### src/rtl/face_detect_pkg.sv
// Shared types and constants for the window pixel streamer.
package face_detect_pkg;

  // Width of the column index and of the window-origin coordinates.
  localparam int ADDR_W = 9;

  // Default window side, pixels.
  localparam int WIN_DEFAULT = 20;

  typedef struct packed {
    logic [7:0] r;
    logic [7:0] g;
    logic [7:0] b;
  } pixel_t;

  typedef enum logic [2:0] {
    ST_IDLE,
    ST_ISSUE,
    ST_CAPTURE,
    ST_HOLD,
    ST_FINISH
  } stream_state_e;

  // Origin of the last window along one axis. The division floors, so any
  // partial stride at the far edge of the frame is dropped.
  function automatic int last_origin(input int img, input int win, input int stride);
    return ((img - win) / stride) * stride;
  endfunction

endpackage

### src/rtl/window_pixel_streamer_if.sv
// Pixel beat stream from the window streamer to the classifier.
interface window_pixel_streamer_if;
  import face_detect_pkg::*;

  logic              VALID;
  logic              READY;
  logic [ADDR_W-1:0] ADDR;
  logic [7:0]        VGA_R;
  logic [7:0]        VGA_G;
  logic [7:0]        VGA_B;
  logic [ADDR_W-1:0] WIN_X;
  logic [ADDR_W-1:0] WIN_Y;
  logic              ROW_LAST;
  logic              WIN_LAST;

  modport master (
    output VALID, ADDR, VGA_R, VGA_G, VGA_B, WIN_X, WIN_Y, ROW_LAST, WIN_LAST,
    input  READY
  );

  modport slave (
    input  VALID, ADDR, VGA_R, VGA_G, VGA_B, WIN_X, WIN_Y, ROW_LAST, WIN_LAST,
    output READY
  );

endinterface

### src/rtl/window_addr_gen.sv
// Window scan counters: column, row, window origin and the frame-buffer
// row base, which is kept incrementally so no multiplier is needed.
module window_addr_gen #(
  parameter int IMG_W  = 320,
  parameter int IMG_H  = 240,
  parameter int WIN    = face_detect_pkg::WIN_DEFAULT,
  parameter int STRIDE = 4,
  parameter int MEM_AW = 17
) (
  input  logic                              CLK,
  input  logic                              RESET,
  input  logic                              clear,
  input  logic                              advance,
  output logic [MEM_AW-1:0]                 mem_addr,
  output logic [face_detect_pkg::ADDR_W-1:0] col,
  output logic [face_detect_pkg::ADDR_W-1:0] win_x,
  output logic [face_detect_pkg::ADDR_W-1:0] win_y,
  output logic                              row_last,
  output logic                              win_last,
  output logic                              frame_last
);
  import face_detect_pkg::*;

  localparam int X_LAST = last_origin(IMG_W, WIN, STRIDE);
  localparam int Y_LAST = last_origin(IMG_H, WIN, STRIDE);

  logic [ADDR_W-1:0] row;
  logic [MEM_AW-1:0] row_base;  // (win_y + row) * IMG_W
  logic [MEM_AW-1:0] win_base;  // win_y * IMG_W

  assign row_last   = (col == ADDR_W'(WIN - 1));
  assign win_last   = row_last && (row == ADDR_W'(WIN - 1));
  assign frame_last = win_last && (win_x == ADDR_W'(X_LAST)) && (win_y == ADDR_W'(Y_LAST));
  assign mem_addr   = row_base + MEM_AW'(win_x) + MEM_AW'(col);

  // Step col -> row -> win_x -> win_y; the counters park on the final pixel
  // so the read address only moves again when a new scan is cleared in.
  always_ff @(posedge CLK) begin
    // NOTE: state registers use non-blocking assignments so every flop samples
    // the pre-edge value of its neighbours, independent of statement order.
    if (RESET || clear) begin
      col      <= '0;
      row      <= '0;
      win_x    <= '0;
      win_y    <= '0;
      row_base <= '0;
      win_base <= '0;
    end else if (advance && !frame_last) begin
      if (!row_last) begin
        col <= col + 1'b1;
      end else begin
        col <= '0;
        if (row != ADDR_W'(WIN - 1)) begin
          row      <= row + 1'b1;
          row_base <= row_base + MEM_AW'(IMG_W);
        end else begin
          row <= '0;
          if (win_x != ADDR_W'(X_LAST)) begin
            win_x    <= win_x + ADDR_W'(STRIDE);
            row_base <= win_base;
          end else begin
            win_x    <= '0;
            win_y    <= win_y + ADDR_W'(STRIDE);
            win_base <= win_base + MEM_AW'(STRIDE * IMG_W);
            row_base <= win_base + MEM_AW'(STRIDE * IMG_W);
          end
        end
      end
    end
  end

endmodule

### src/rtl/window_pixel_streamer.sv
// Scans a stored frame as overlapping windows and streams each window row by
// row to the classifier, one beat per ISSUE/CAPTURE/HOLD round trip.
module window_pixel_streamer #(
  parameter int IMG_W  = 320,
  parameter int IMG_H  = 240,
  parameter int WIN    = face_detect_pkg::WIN_DEFAULT,
  parameter int STRIDE = 4,
  parameter int MEM_AW = 17
) (
  input  logic                   CLK,
  input  logic                   RESET,
  input  logic                   START,
  output logic                   BUSY,
  output logic                   DONE,
  output logic [MEM_AW-1:0]      MEM_ADDR,
  input  logic [23:0]            MEM_RDATA,
  window_pixel_streamer_if.master px
);
  import face_detect_pkg::*;

  stream_state_e     state;
  stream_state_e     state_nxt;
  logic              clear;
  logic              advance;
  logic              valid;

  logic [ADDR_W-1:0] col;
  logic [ADDR_W-1:0] win_x;
  logic [ADDR_W-1:0] win_y;
  logic              row_last;
  logic              win_last;
  logic              frame_last;

  pixel_t            pix_q;
  logic [ADDR_W-1:0] addr_q;
  logic [ADDR_W-1:0] win_x_q;
  logic [ADDR_W-1:0] win_y_q;
  logic              row_last_q;
  logic              win_last_q;

  window_addr_gen #(
    .IMG_W  (IMG_W),
    .IMG_H  (IMG_H),
    .WIN    (WIN),
    .STRIDE (STRIDE),
    .MEM_AW (MEM_AW)
  ) u_addr_gen (
    .CLK        (CLK),
    .RESET      (RESET),
    .clear      (clear),
    .advance    (advance),
    .mem_addr   (MEM_ADDR),
    .col        (col),
    .win_x      (win_x),
    .win_y      (win_y),
    .row_last   (row_last),
    .win_last   (win_last),
    .frame_last (frame_last)
  );

  // State register; reset aborts any scan in progress.
  always_ff @(posedge CLK) begin
    if (RESET) state <= ST_IDLE;
    else       state <= state_nxt;
  end

  // Next state and per-state control outputs.
  always_comb begin
    // NOTE: every output gets a default before the case so no path leaves a
    // signal unassigned, which would otherwise infer a latch.
    state_nxt = state;
    clear     = 1'b0;
    advance   = 1'b0;
    valid     = 1'b0;
    BUSY      = (state != ST_IDLE);
    DONE      = 1'b0;
    unique case (state)
      ST_IDLE: begin
        if (START) begin
          state_nxt = ST_ISSUE;
          clear     = 1'b1;
        end
      end
      ST_ISSUE:   state_nxt = ST_CAPTURE;
      ST_CAPTURE: state_nxt = ST_HOLD;
      ST_HOLD: begin
        valid = 1'b1;
        if (px.READY) begin
          advance   = 1'b1;
          state_nxt = frame_last ? ST_FINISH : ST_ISSUE;
        end
      end
      ST_FINISH: begin
        DONE      = 1'b1;
        state_nxt = ST_IDLE;
      end
      default: state_nxt = ST_IDLE;
    endcase
  end

  // Capture the read data and beat descriptors; they stay frozen through HOLD.
  always_ff @(posedge CLK) begin
    if (RESET) begin
      pix_q      <= '0;
      addr_q     <= '0;
      win_x_q    <= '0;
      win_y_q    <= '0;
      row_last_q <= 1'b0;
      win_last_q <= 1'b0;
    end else if (state == ST_CAPTURE) begin
      pix_q      <= pixel_t'(MEM_RDATA);
      addr_q     <= col;
      win_x_q    <= win_x;
      win_y_q    <= win_y;
      row_last_q <= row_last;
      win_last_q <= win_last;
    end
  end

  assign px.VALID    = valid;
  assign px.ADDR     = addr_q;
  assign px.VGA_R    = pix_q.r;
  assign px.VGA_G    = pix_q.g;
  assign px.VGA_B    = pix_q.b;
  assign px.WIN_X    = win_x_q;
  assign px.WIN_Y    = win_y_q;
  assign px.ROW_LAST = row_last_q;
  assign px.WIN_LAST = win_last_q;

endmodule
### src/flat_wrapper.sv
// flat-port wrapper written by rule: the top's interface ports become plain ports
module window_pixel_streamer_flat import face_detect_pkg::*;
#(
  parameter int IMG_W  = 320,
  parameter int IMG_H  = 240,
  parameter int WIN    = face_detect_pkg::WIN_DEFAULT,
  parameter int STRIDE = 4,
  parameter int MEM_AW = 17
)
  (CLK, RESET, START, BUSY, DONE, MEM_ADDR, MEM_RDATA, px_VALID, px_ADDR, px_VGA_R, px_VGA_G, px_VGA_B, px_WIN_X, px_WIN_Y, px_ROW_LAST, px_WIN_LAST, px_READY);
  window_pixel_streamer_if px_i ();
  input  logic CLK;
  input  logic RESET;
  input  logic START;
  output logic BUSY;
  output logic DONE;
  output logic [MEM_AW-1:0] MEM_ADDR;
  input  logic [23:0] MEM_RDATA;
  output wire logic [$bits(px_i.VALID)-1:0] px_VALID;
  output wire logic [$bits(px_i.ADDR)-1:0] px_ADDR;
  output wire logic [$bits(px_i.VGA_R)-1:0] px_VGA_R;
  output wire logic [$bits(px_i.VGA_G)-1:0] px_VGA_G;
  output wire logic [$bits(px_i.VGA_B)-1:0] px_VGA_B;
  output wire logic [$bits(px_i.WIN_X)-1:0] px_WIN_X;
  output wire logic [$bits(px_i.WIN_Y)-1:0] px_WIN_Y;
  output wire logic [$bits(px_i.ROW_LAST)-1:0] px_ROW_LAST;
  output wire logic [$bits(px_i.WIN_LAST)-1:0] px_WIN_LAST;
  input wire logic [$bits(px_i.READY)-1:0] px_READY;
  assign px_VALID = px_i.VALID;
  assign px_ADDR = px_i.ADDR;
  assign px_VGA_R = px_i.VGA_R;
  assign px_VGA_G = px_i.VGA_G;
  assign px_VGA_B = px_i.VGA_B;
  assign px_WIN_X = px_i.WIN_X;
  assign px_WIN_Y = px_i.WIN_Y;
  assign px_ROW_LAST = px_i.ROW_LAST;
  assign px_WIN_LAST = px_i.WIN_LAST;
  assign px_i.READY = px_READY;
  window_pixel_streamer #(.IMG_W(IMG_W), .IMG_H(IMG_H), .WIN(WIN), .STRIDE(STRIDE), .MEM_AW(MEM_AW)) u_core (.CLK(CLK), .RESET(RESET), .START(START), .BUSY(BUSY), .DONE(DONE), .MEM_ADDR(MEM_ADDR), .MEM_RDATA(MEM_RDATA), .px(px_i));
endmodule
### config.mk
export PLATFORM = sky130hd
export DESIGN_NAME = window_pixel_streamer_flat
export DESIGN_NICKNAME = d
export VERILOG_FILES = /design/src/rtl/face_detect_pkg.sv /design/src/rtl/window_pixel_streamer_if.sv /design/src/rtl/window_addr_gen.sv /design/src/rtl/window_pixel_streamer.sv /design/src/flat_wrapper.sv
export SDC_FILE = /design/constraint.sdc
export NUM_CORES = 1
export LEC_CHECK = 0
export BUFFER_PORTS_ARGS = -buffer_cell sky130_fd_sc_hd__buf_2
export CORE_MARGIN = 4
export CORE_UTILIZATION = 45
export CTS_CLUSTER_DIAMETER = 80
export DETAILED_ROUTE_END_ITERATION = 10
export GPL_TIMING_DRIVEN = 0
export MAX_ROUTING_LAYER = met4
export PLACE_DENSITY = 0.69
export SETUP_SLACK_MARGIN = 0.3
export SLEW_MARGIN = 20
export SYNTH_ARGS = -nofsm -noshare
export SYNTH_HDL_FRONTEND = slang
export SYNTH_HIERARCHICAL = 1
export SYNTH_SLANG_ARGS = --single-unit
### constraint.sdc
create_clock -name CLK -period 2.28 [get_ports CLK]
set_input_delay 0.114 -clock CLK [delete_from_list [all_inputs] [get_ports CLK]]
set_output_delay 0.114 -clock CLK [all_outputs]
set_load 0.01 [all_outputs]
Yosys cells after proc, flatten, opt, wreduce, memory -nomap -nowiden
Index checks and enable logic that the tools add are counted.
{ "word_totals": {"reg_bits": 126, "input_bits": 28, "out_inout_bits": 73, "elab_cells": 64} }
{ "op_classes": {"n_addsub": 8, "n_eq_ne": 12, "muxes": 15, "bitwise": 2, "n_reduce_logical": 12} }
{ "op_table": {"columns": ["operator", "count"], "rows": [
  ["$add 17x9->17", 2],
  ["$mux 17", 2],
  ["$mux 9", 3],
  ["$add 9x1->9 const B", 2],
  ["$add 9x3->9 const B", 2],
  ["$eq 9x5->1 const B", 2],
  ["$add 17x11->17 const B", 1],
  ["$add 17x9->17 const B", 1],
  ["$pmux 3 s4", 1],
  ["$eq 9x8->1 const B", 1],
  ["$eq 9x9->1 const B", 1],
  ["$mux 3", 3],
  ["$ne 9x5->1 const B", 1],
  ["$ne 9x9->1 const B", 1],
  ["$eq 3x2->1 const B", 2],
  ["$mux 1", 6],
  ["$logic_and 1x1->1", 4],
  ["$ne 2x2->1 const B", 2],
  ["$reduce_and 2->1", 2],
  ["$reduce_and 4->1", 1],
  ["$eq 3x1->1 const B", 1],
  ["$eq 3x3->1 const B", 1],
  ["$logic_not 3->1", 1],
  ["$reduce_and 3->1", 1],
  ["4 further kinds", 5]
]} }

Longest topological paths before layout
Gate-level depths: netlist of run 1.
{ "logic_depth": {"ltp_word": 7, "ltp_mapped": 9, "depth_no_buf": 9} }

Hierarchy
Netlist of run 1, hierarchy kept.
{ "modules_own_cells": {"columns": ["mod", "n_inst", "cells_per_inst", "area_each_um2", "seq_area_each_um2"], "rows": [
  ["window_addr_gen", 1, 407, 3354.5, 1041.0],
  ["window_pixel_streamer", 1, 249, 2575.0, 1121.1]
]} }

Least setup slack after synthesis of run 1
OpenSTA, ideal clock, no wires.
{ "synth_path": {"path_type": "flip-flop to output port", "from": "reg u_core/u_addr_gen/col[6] (netlist name)", "to": "out MEM_ADDR[16]", "arrival_ns": 2.337, "required_ns": 2.166, "path_slack_ns": -0.171, "path_stages_with_launch": 8, "path_buffers": 0, "path_cell_list": "dfxtp_1 -> fa_1 -> ha_1 -> a21o_1 -> o41ai_1 -> o21a_1 -> nor4_1 -> xor2_1"} }
{ "synth_between": {"elab_chain_len": 1} }
{ "synth_rtl": {"columns": ["item", "line", "rtl"], "rows": [
  ["start: declaration", "window_addr_gen.sv:15", "output logic [face_detect_pkg::ADDR_W-1:0] col,"],
  ["start signal: assignment", "window_addr_gen.sv:50", "col <= col + 1'b1;"],
  ["$add 17x9->17", "window_addr_gen.sv:34", "assign mem_addr = row_base + MEM_AW'(win_x) + MEM_AW'(col);"],
  ["end: declaration", "flat_wrapper.sv:17", "output logic [MEM_AW-1:0] MEM_ADDR;"]
]} }
Every way passes these cells.

Final worst setup path of run 1
{ "layout_path": {"from": "reg u_core/u_addr_gen/win_x[6] (netlist name)", "to": "out MEM_ADDR[10]"} }
{ "layout_between": {"elab_chain_len": 2} }
{ "layout_rtl": {"columns": ["item", "line", "rtl"], "rows": [
  ["start: declaration", "window_addr_gen.sv:16", "output logic [face_detect_pkg::ADDR_W-1:0] win_x,"],
  ["start signal: assignment", "window_addr_gen.sv:59", "win_x <= win_x + ADDR_W'(STRIDE);"],
  ["$add 17x9->17 (2 in a row)", "window_addr_gen.sv:34", null]
]} }
Every way passes these cells.

==> results.sh, run 1 <==
export IMPL_cap_viol_max_count=0
export IMPL_htreeDepth=3
export IMPL_min_path_cells=3
export IMPL_fin_skew_ps=11.7
export IMPL_p_leak_uw=0.00342
export IMPL_post_synth_cell_area_avg_um2=9.04
export IMPL_timing_rr_start="u_core/u_addr_gen/col[6]"
export IMPL_grt_max_degree=19
export IMPL_powerDensity_nw_per_um2=449
export IMPL_final_min_clock_period_ps=2800
export IMPL_placementRows=41
export IMPL_vias_per_cell=5.49
export IMPL_finalCritPeriodShare=1.23
export IMPL_grt_pass1_wl_mm=26.4
export IMPL_synthArstFlopShare=0
export IMPL_initial_utilization=0.464
export IMPL_yosys_warnings=6
export IMPL_grt_ovfl_total=0
export IMPL_hp_start="MEM_RDATA[0]"
export IMPL_status="finished, violations left"
export IMPL_critPathLaunchType="flip-flop"
export IMPL_dr_wl_met3_mm=1.22
export IMPL_dp_hpwl_mm=11.0
export IMPL_rsz0062_at_grt="yes"
export IMPL_clkLatencyLatePin_ps=360
export IMPL_synthSimpleGateAreaFrac=0.274
export IMPL_dp_cells=933
export IMPL_final_cells=1019
export IMPL_max_freq_ghz=0.358
export IMPL_slew_headroom=0.503
export IMPL_grt_pass1_vias=5294
export IMPL_area_delta_synth_final_pct=45.4
export IMPL_synthTopCellsByArea="dfxtp_1 (36%), nand2b_1 (12%), mux2i_1 (9.1%), ha_1 (4.0%), nor2_1 (3.5%)"
export IMPL_drv_slew=0
export IMPL_cts_root_buffer_cell="clkbuf_16"
export IMPL_n_antenna_cell=0
export IMPL_endpoint_kind="primary output"
export IMPL_intPower_uw=2900
export IMPL_crit_chain="fa_1 > ha_4 > a21o_4 > o31a_1 > o41ai_2 > o21a_2 > buf_4 > xnor2_1 > buf_2"
export IMPL_cts_tree="done"
export IMPL_path_class="flip-flop to primary output"
export IMPL_numCtsBuffers=9
export IMPL_synth_top_area_frac=0.365
export IMPL_place_gp_congestion=0.830
export IMPL_synth_compound_area_frac=0.101
export IMPL_postRouteAntennaNets=0
export IMPL_path_buf_inv=2
export IMPL_clk_path_buf_depth=2
export IMPL_worstPathArrival_ps=2680
export IMPL_yosys_area_top_type="dfxtp_1"
export IMPL_violations="setup timing"
export IMPL_power_switching_uw=974
export IMPL_die_area_um2=15100
export IMPL_tns_ps=-4650
export IMPL_drt_initial_drc_count=335
export IMPL_wl_per_cell_um=17.8
export IMPL_core_um2=12800
export IMPL_worstPathMaxFanout=4
export IMPL_num_vias=5598
export IMPL_synth_seq_cells=108
export IMPL_synthCells=656
export IMPL_wl_met1_mm=7.56
export IMPL_synth_top_family_by_area="simple AND/OR/NAND/NOR gates"
export IMPL_regToRegSetupSlack_ps=-140
export IMPL_ys_seq_area_frac=0.365
export IMPL_top_layer="met4"
export IMPL_portBuffers=100
export IMPL_drive_gt1_frac=0.433
export IMPL_layout_commonest_cell="nand2b_1"
export IMPL_die_h_um=123
export IMPL_p_sw_frac=0.251
export IMPL_synth_cell_types=68
export IMPL_synth_area_mux_share=0.0912
export IMPL_grt_total_usage=0.226
export IMPL_synthAdderAreaFrac=0.0536
export IMPL_nets=893
export IMPL_pin_count=101
export IMPL_drt_total_wl_mm=18.1
export IMPL_synth_edf_count=0
export IMPL_drc=0
export IMPL_pwr_share_clk=0.393
export IMPL_worstRegToRegCells=7
export IMPL_chipWidth_um=123
export IMPL_dr_pass1_iters=5
export IMPL_required_ps=2170
export IMPL_p_comb_frac=0.108
export IMPL_antenna_found_initial=0
export IMPL_min_to="u_core/px.VGA_B[0]"
export IMPL_irDropWorstVdd_mv=0.278
export IMPL_synth_xor_area_share=0.0650
export IMPL_hold_ws_ps=14.2
export IMPL_hold_viol=0
export IMPL_cts_sinks=108
export IMPL_hold_path_class="input port to flip-flop"
export IMPL_cp_slowest_stage_delay_ps=590
export IMPL_critical_path_depth=9
export IMPL_layout_common_cells="nand2b_1 (110), buf_2 (101), dfxtp_1 (80)"
export IMPL_worstReg2RegEnd="u_core/u_addr_gen/row[6]"
export IMPL_synthFlopType="dfxtp_1"
export IMPL_wl_met2_mm=8.80
export IMPL_power_uw=3870
export IMPL_layout_setup_ws_ps=-517
export IMPL_clk_pin_slew_ps=80
export IMPL_setup_viol_count_final=25
export IMPL_tightestPinTransition_ps=746
export IMPL_p_seq_frac=0.499
export IMPL_slowest_stage="fa_1"
export IMPL_critPathTopFamily="adder cells"
export IMPL_syn_area_um2=5930
[metrics by stage]
stage               utilization  worst slack, ps  cell area [µm²]
floorplan                     -             38.3             6200
global placement          0.541             -274             6920
detailed placement        0.541             -339             6920
CTS                       0.623             -517             7960
global route              0.675             -635             8620
finish                    0.675             -517             8620
[kinds of logic (layout without fill, tap and decap cells)]
kind of cell,count (synthesis),after routing
compound gates,90,91
other cells,2,7
simple gates,289,289
fa+ha+maj,23,23
buf+inv,46,231
xor+xnor,44,44
flops,108,108
mux,54,54
[worst register-to-register path, stage by stage, from the launching register on]
cell and delay (ps):
dfxtp_4 360, buf_6 120, or4_4 520, or4_4 510
o31ai_4 390, buf_4 180, nor4_2 30, o22a_1 190
[layout make-up]
class,count,area (µm²)
Fill cell,939,4150
Timing Repair Buffer,169,1160
Buffer,37,328
Sequential cell,108,2230
Multi-Input combinational cell,508,4370
Inverter,9,33.8
Clock buffer,11,243
Tap cell,172,215
Clock inverter,5,42.5
[Yosys cell counts (14+ instances only)]
cell type / n
nor2_1: 56
nand3_1: 17
xnor2_1: 22
clkbuf_1: 19
nor3_1: 14
xor2_1: 22
ha_1: 19
nand2_1: 36
nand2b_1: 111
mux2i_1: 54
o21ai_0: 24
dfxtp_1: 108
a21oi_1: 24
[power by group through the flow]
stage	clock network, µW	logic, µW	registers, µW
CTS	1560	397	1930
detailed placement	0	379	1990
global placement	0	371	1990
global route	1640	449	1940
floorplan	0	247	2000
finish	1520	420	1930
[layer usage]
metal,GRT usage,up-vias
met5,-,-
met4,0.0952,0
met3,0.0401,48
met2,0.371,237
met1,0.274,2686
li1,-,2627
[flip-flops by register name, summed over array words and instances, names as in the netlist, 8 cells and up]
name,cells
u_core/px.VGA_R,8
u_core/u_addr_gen/row_base,11
u_core/px.VGA_B,8
u_core/u_addr_gen/win_base,9
u_core/px.WIN_Y,9
u_core/u_addr_gen/col,9
u_core/px.VGA_G,8
u_core/px.ADDR,9
u_core/px.WIN_X,9
u_core/u_addr_gen/row,9
[worst max-delay path by stage]
stage          slack (ps)                  startpoint           end
2_1_floorplan          40  u_core/u_addr_gen/win_x[6]  MEM_ADDR[16]
3_3_place_gp         -270    u_core/u_addr_gen/col[3]  MEM_ADDR[14]
3_5_place_dp         -340    u_core/u_addr_gen/col[3]  MEM_ADDR[12]
4_1_cts              -520  u_core/u_addr_gen/win_x[6]  MEM_ADDR[16]
5_1_grt              -630  u_core/u_addr_gen/win_x[6]  MEM_ADDR[10]
6_report             -520  u_core/u_addr_gen/win_x[6]  MEM_ADDR[10]
[repair_timing]
item,4_1_cts,5_1_grt
pin swaps,52,83
hold buffers,0,0
endpoints found under the hold margin,0,0
setup endpoints to repair,67,67
gates cloned,3,0
resized for setup,133,95
setup buffers,29,38
Power figures use the tool's default switching activity.
==> run 2, diff against run 1 <==
--- a/config.mk
+++ b/config.mk
@@ -13,6 +13,7 @@
 export GPL_TIMING_DRIVEN = 0
 export MAX_ROUTING_LAYER = met4
 export PLACE_DENSITY = 0.69
+export REMOVE_ABC_BUFFERS = 1
 export SETUP_SLACK_MARGIN = 0.3
 export SLEW_MARGIN = 20
 export SYNTH_ARGS = -nofsm -noshare
==> results.sh, run 2 (synthesis gave the netlist of run 1 again) <==
export IMPL_min_to="u_core/px.VGA_G[7]"
export IMPL_pin_count=101
export IMPL_clk_path_buf_depth=2
export IMPL_drc=0
export IMPL_worstRegToRegCells=8
export IMPL_cp_slowest_stage_delay_ps=580
export IMPL_critPathTopFamily="compound AO/OA/AOI/OAI gates"
export IMPL_dp_cells=901
export IMPL_wl_met1_mm=7.24
export IMPL_layout_commonest_cell="nand2b_1"
export IMPL_cts_tree="done"
export IMPL_regArea_um2=2230
export IMPL_numCtsBuffers=9
export IMPL_portBuffers=100
export IMPL_cts_sinks=108
export IMPL_largest_reg_flops=11
export IMPL_max_freq_ghz=0.356
export IMPL_tightestPinTransition_ps=837
export IMPL_powerDensity_nw_per_um2=466
export IMPL_n_antenna_cell=0
export IMPL_regMostFlops="u_core/u_addr_gen/row_base"
export IMPL_hold_ws_ps=10.2
export IMPL_nets=858
export IMPL_grt_ovfl_total=0
export IMPL_grt_total_usage=0.217
export IMPL_setup_viol_count_final=23
export IMPL_slowest_stage="fa_1"
export IMPL_worstPathArrival_ps=2690
export IMPL_critPathLaunchType="flip-flop"
export IMPL_dp_hpwl_mm=9.62
export IMPL_drv_slew=0
export IMPL_p_leak_uw=0.00332
export IMPL_status="finished, violations left"
export IMPL_htreeDepth=3
export IMPL_postLayoutCoreUtil=0.653
export IMPL_grt_pass1_wl_mm=25.6
export IMPL_num_vias=5433
export IMPL_hp_start="MEM_RDATA[15]"
export IMPL_worstPathMaxFanout=4
export IMPL_grt_pass1_vias=5209
export IMPL_wl_per_cell_um=17.9
export IMPL_clkLatencyLatePin_ps=360
export IMPL_die_h_um=123
export IMPL_die_area_um2=15100
export IMPL_dr_pass1_iters=7
export IMPL_tns_ps=-5150
export IMPL_final_min_clock_period_ps=2810
export IMPL_wl_met2_mm=8.59
export IMPL_place_gp_congestion=0.854
export IMPL_postRouteAntennaNets=0
export IMPL_crit_chain="fa_1 > ha_4 > a21o_4 > o31a_1 > o41ai_4 > o21a_4 > nor2_2 > xor2_1 > buf_2"
export IMPL_layout_common_cells="nand2b_1 (110), buf_2 (100), dfxtp_1 (81)"
export IMPL_layout_setup_ws_ps=-529
export IMPL_grt_max_degree=71
export IMPL_vias_per_cell=5.52
export IMPL_dr_wl_met3_mm=1.25
export IMPL_timing_rr_start="u_core/u_addr_gen/col[6]"
export IMPL_final_cells=984
export IMPL_antenna_found_initial=0
export IMPL_worstReg2RegEnd="u_core/u_addr_gen/win_x[5]"
export IMPL_place_area_um2=6490
export IMPL_drt_initial_drc_count=425
export IMPL_path_buf_inv=1
export IMPL_irDropWorstVdd_mv=0.329
export IMPL_rsz0062_at_grt="yes"
export IMPL_clk_pin_slew_ps=70
export IMPL_design_area_um2=8350
export IMPL_initial_utilization=0.464
export IMPL_area_delta_synth_final_pct=40.8
export IMPL_regToRegSetupSlack_ps=-130
export IMPL_fin_skew_ps=14.1
export IMPL_violations="setup timing"
export IMPL_required_ps=2170
export IMPL_hold_path_class="input port to flip-flop"
export IMPL_hold_viol=0
export IMPL_min_path_cells=3
export IMPL_top_layer="met4"
export IMPL_finalCritPeriodShare=1.23
export IMPL_drive_gt1_frac=0.414
export IMPL_endpoint_kind="primary output"
export IMPL_slew_headroom=0.442
export IMPL_cts_root_buffer_cell="clkbuf_16"
export IMPL_multi_input_area_um2=4350
export IMPL_cap_viol_max_count=0
export IMPL_chipWidth_um=123
export IMPL_core_um2=12800
export IMPL_drt_total_wl_mm=17.6
export IMPL_placementRows=41
export IMPL_path_class="flip-flop to primary output"
export IMPL_fillers=940
run 2: worst reg2reg max path, cell delays in order (launching register included):
cell and delay, ps:
dfxtp_4 360, buf_6 120, or4_4 530, or4_4 480, buf_12 160, o211ai_4 300
buf_6 160, a22oi_2 80, nor2_1 130
run 2: report_power, final:
group | internal (µW) | switching, µW
sequential | 1910 | 22.5
clock | 865 | 730
combinational | 172 | 194
run 2: layer usage:
metal	global-route usage	vias up
li1	-	2570
met1	0.258	2558
met2	0.367	250
met3	0.0512	55
met4	0.0609	0
met5	-	-
run 2: cell type report:
class,instances,area share
Timing Repair Buffer,171,0.146
Inverter,9,0.00405
Clock buffer,10,0.0274
Tap cell,172,0.0258
Sequential cell,108,0.268
Multi-Input combinational cell,508,0.521
Clock inverter,6,0.00824
run 2: worst max-delay path by stage:
| stage | start | to | slack (ps) | cells past startpoint |
|---|---|---|---|---|
| 2_1_floorplan | u_core/state[1] | u_core/px.ADDR[0] | -1510 | 2 |
| 3_3_place_gp | u_core/state[2] | u_core/px.VGA_R[1] | -2430 | 2 |
| 3_5_place_dp | u_core/u_addr_gen/col[1] | u_core/u_addr_gen/row[8] | -1080 | 7 |
| 4_1_cts | u_core/u_addr_gen/win_x[6] | MEM_ADDR[14] | -570 | 9 |
| 5_1_grt | u_core/u_addr_gen/col[6] | MEM_ADDR[16] | -600 | 9 |
| 6_report | u_core/u_addr_gen/col[6] | MEM_ADDR[14] | -530 | 9 |
run 2: what timing repair did:
item,CTS,global route
gates cloned,0,1
resized for setup,192,57
pin swaps,44,49
hold endpoints to repair,0,0
hold buffers,0,0
setup endpoints to repair,88,66
buffers inserted,45,21
run 2: stage by stage:
stage / total power, µW / setup WS, ps
after floorplan: 2200 / -1510
after global placement: 2320 / -2430
after detailed placement: 2330 / -1080
after CTS: 3900 / -573
after global routing: 4020 / -600
final: 3890 / -529
==> run 3, diff against run 2 <==
--- a/config.mk
+++ b/config.mk
@@ -12,7 +12,7 @@
 export DETAILED_ROUTE_END_ITERATION = 10
 export GPL_TIMING_DRIVEN = 0
 export MAX_ROUTING_LAYER = met4
-export PLACE_DENSITY = 0.69
+export PLACE_DENSITY = 0.66
 export REMOVE_ABC_BUFFERS = 1
 export SETUP_SLACK_MARGIN = 0.3
 export SLEW_MARGIN = 20
==> constraint.sdc (replaced) <==
create_clock -name CLK -period 3.25 [get_ports CLK]
set_input_delay 0.1625 -clock CLK [delete_from_list [all_inputs] [get_ports CLK]]
set_output_delay 0.1625 -clock CLK [all_outputs]
set_load 0.01 [all_outputs]
==> results.sh, run 3 (synthesis gave the netlist of run 1 again) <==
export IMPL_p_sw_frac=0.239
export IMPL_critPathTopFamily="compound AO/OA/AOI/OAI gates"
export IMPL_postLayoutCoreUtil=0.550
export IMPL_dp_slack_ps=-57.2
export IMPL_clk_path_buf_depth=2
export IMPL_rsz0062_at_grt="yes"
export IMPL_status="finished, final reports clean"
export IMPL_hold_ws_ps=68.6
export IMPL_dp_hpwl_mm=9.46
export IMPL_hp_start="px_READY"
export IMPL_powerDensity_nw_per_um2=387
export IMPL_fin_skew_ps=7.01
export IMPL_dr_pass1_iters=5
export IMPL_postRouteAntennaNets=0
export IMPL_nets=799
export IMPL_power_switching_uw=652
export IMPL_pin_count=101
export IMPL_wl_per_cell_um=14.5
export IMPL_setup_viol_count_final=0
export IMPL_required_ps=3090
export IMPL_chipWidth_um=123
export IMPL_placementRows=41
export IMPL_slowest_stage="fa_1"
export IMPL_antenna_found_initial=0
export IMPL_max_freq_ghz=0.330
export IMPL_finalCritPeriodShare=0.933
export IMPL_clk_pin_slew_ps=70
export IMPL_num_vias=4836
export IMPL_drc=0
export IMPL_cts_root_buffer_cell="clkbuf_16"
export IMPL_min_path_cells=3
export IMPL_cap_viol_max_count=0
export IMPL_hold_viol=0
export IMPL_htreeDepth=3
export IMPL_worstPathArrival_ps=2870
export IMPL_fillers=1162
export IMPL_min_to="u_core/state[2]"
export IMPL_p_seq_frac=0.500
export IMPL_pwr_share_clk=0.414
export IMPL_intPower_uw=2070
export IMPL_critPathLaunchType="flip-flop"
export IMPL_n_antenna_cell=0
export IMPL_grt_pass1_wl_mm=22.2
export IMPL_cts_sinks=108
export IMPL_timing_rr_start="u_core/u_addr_gen/row[8]"
export IMPL_drv_slew=0
export IMPL_grt_total_usage=0.186
export IMPL_drive_gt1_frac=0.230
export IMPL_grt_max_degree=112
export IMPL_final_min_clock_period_ps=3030
export IMPL_regMostFlops="u_core/u_addr_gen/row_base"
export IMPL_core_um2=12800
export IMPL_worstPathMaxFanout=4
export IMPL_drt_initial_drc_count=229
export IMPL_vias_per_cell=5.23
export IMPL_tightestPinTransition_ps=960
export IMPL_place_gp_congestion=0.847
export IMPL_layout_commonest_cell="nand2b_1"
export IMPL_cts_hold_buffers=0
export IMPL_die_area_um2=15100
export IMPL_layout_setup_ws_ps=218
export IMPL_p_leak_uw=0.00280
export IMPL_slew_headroom=0.350
export IMPL_grt_pass1_vias=4647
export IMPL_crit_chain="fa_1 > ha_4 > a21o_1 > buf_6 > o41ai_4 > o21a_2 > buf_6 > xnor2_2 > buf_2"
export IMPL_largest_reg_flops=11
export IMPL_worstRegToRegCells=6
export IMPL_numCtsBuffers=9
export IMPL_power_uw=2720
export IMPL_tns_ps=0
export IMPL_cts_tree="done"
export IMPL_hold_path_class="input port to flip-flop"
export IMPL_cp_slowest_stage_delay_ps=580
export IMPL_irDropWorstVdd_mv=0.366
export IMPL_p_comb_frac=0.086
export IMPL_path_buf_inv=3
export IMPL_die_h_um=123
export IMPL_initial_utilization=0.464
export IMPL_drt_total_wl_mm=13.5
export IMPL_path_class="flip-flop to primary output"
export IMPL_clkLatencyLatePin_ps=350
export IMPL_worstReg2RegEnd="u_core/u_addr_gen/row_base[13]"
export IMPL_regToRegSetupSlack_ps=500
export IMPL_portBuffers=100
export IMPL_crit_path_start="u_core/u_addr_gen/col[6]"
export IMPL_crit_path_frequent_cell="buf_6"
export IMPL_area_delta_synth_final_pct=18.5
export IMPL_grt_ovfl_total=0
export IMPL_layout_common_cells="nand2b_1 (111), buf_2 (99), dfxtp_1 (99)"
export IMPL_endpoint_kind="primary output"
run 3: tightest hold or removal path, cell delays in order:
cell and delay (ps):
buf_2 120, nand2_1 60, nor4_1 40
run 3: worst max-delay path by stage:
stage	depth (start not counted)	slack (ps)	to
after CTS	9	240	MEM_ADDR[16]
final	9	220	MEM_ADDR[10]
after detailed placement	7	-60	u_core/u_addr_gen/row[2]
after global routing	9	120	MEM_ADDR[12]
after floorplan	2	-540	u_core/px.ADDR[0]
after global placement	2	-1450	u_core/px.VGA_R[7]
run 3: cell type report:
class | count | area (µm²) | area share
flip-flops and latches | 108 | 2180 | 0.311
clock inverters | 7 | 82.6 | 0.0118
inverters | 9 | 33.8 | 0.00481
multi-input cells | 507 | 3650 | 0.520
clock buffers | 9 | 225 | 0.0320
well taps | 172 | 215 | 0.0306
repair buffers | 113 | 634 | 0.0903
run 3: stage by stage:
stage               std cells  cell area, µm²
global placement          896            6400
global route              925            7030
CTS                       921            6910
finish                    925            7030
floorplan                 624            5690
detailed placement        901            6480
run 3: metal layers:
layer,global-route usage,vias up,share of wire
met1,0.232,2224,0.45
li1,-,2448,-
met4,0.0518,0,0.023
met3,0.0498,24,0.067
met5,-,-,0
met2,0.297,140,0.46
run 3: repair_timing:
action                                  4_1_cts  5_1_grt
pin swaps                                     8        9
buffers inserted                              4        4
gates resized for setup                      23       19
endpoints found under the setup margin       24       25
cloned                                        0        0
run 3: power by group through the flow:
| stage | Combinational (µW) | Clock [µW] | Sequential [µW] |
|---|---|---|---|
| 3_3_place_gp | 231 | 0 | 1390 |
| 2_1_floorplan | 139 | 0 | 1410 |
| 3_5_place_dp | 235 | 0 | 1400 |
| 6_report | 234 | 1130 | 1360 |
| 5_1_grt | 255 | 1220 | 1360 |
| 4_1_cts | 236 | 1170 | 1360 |
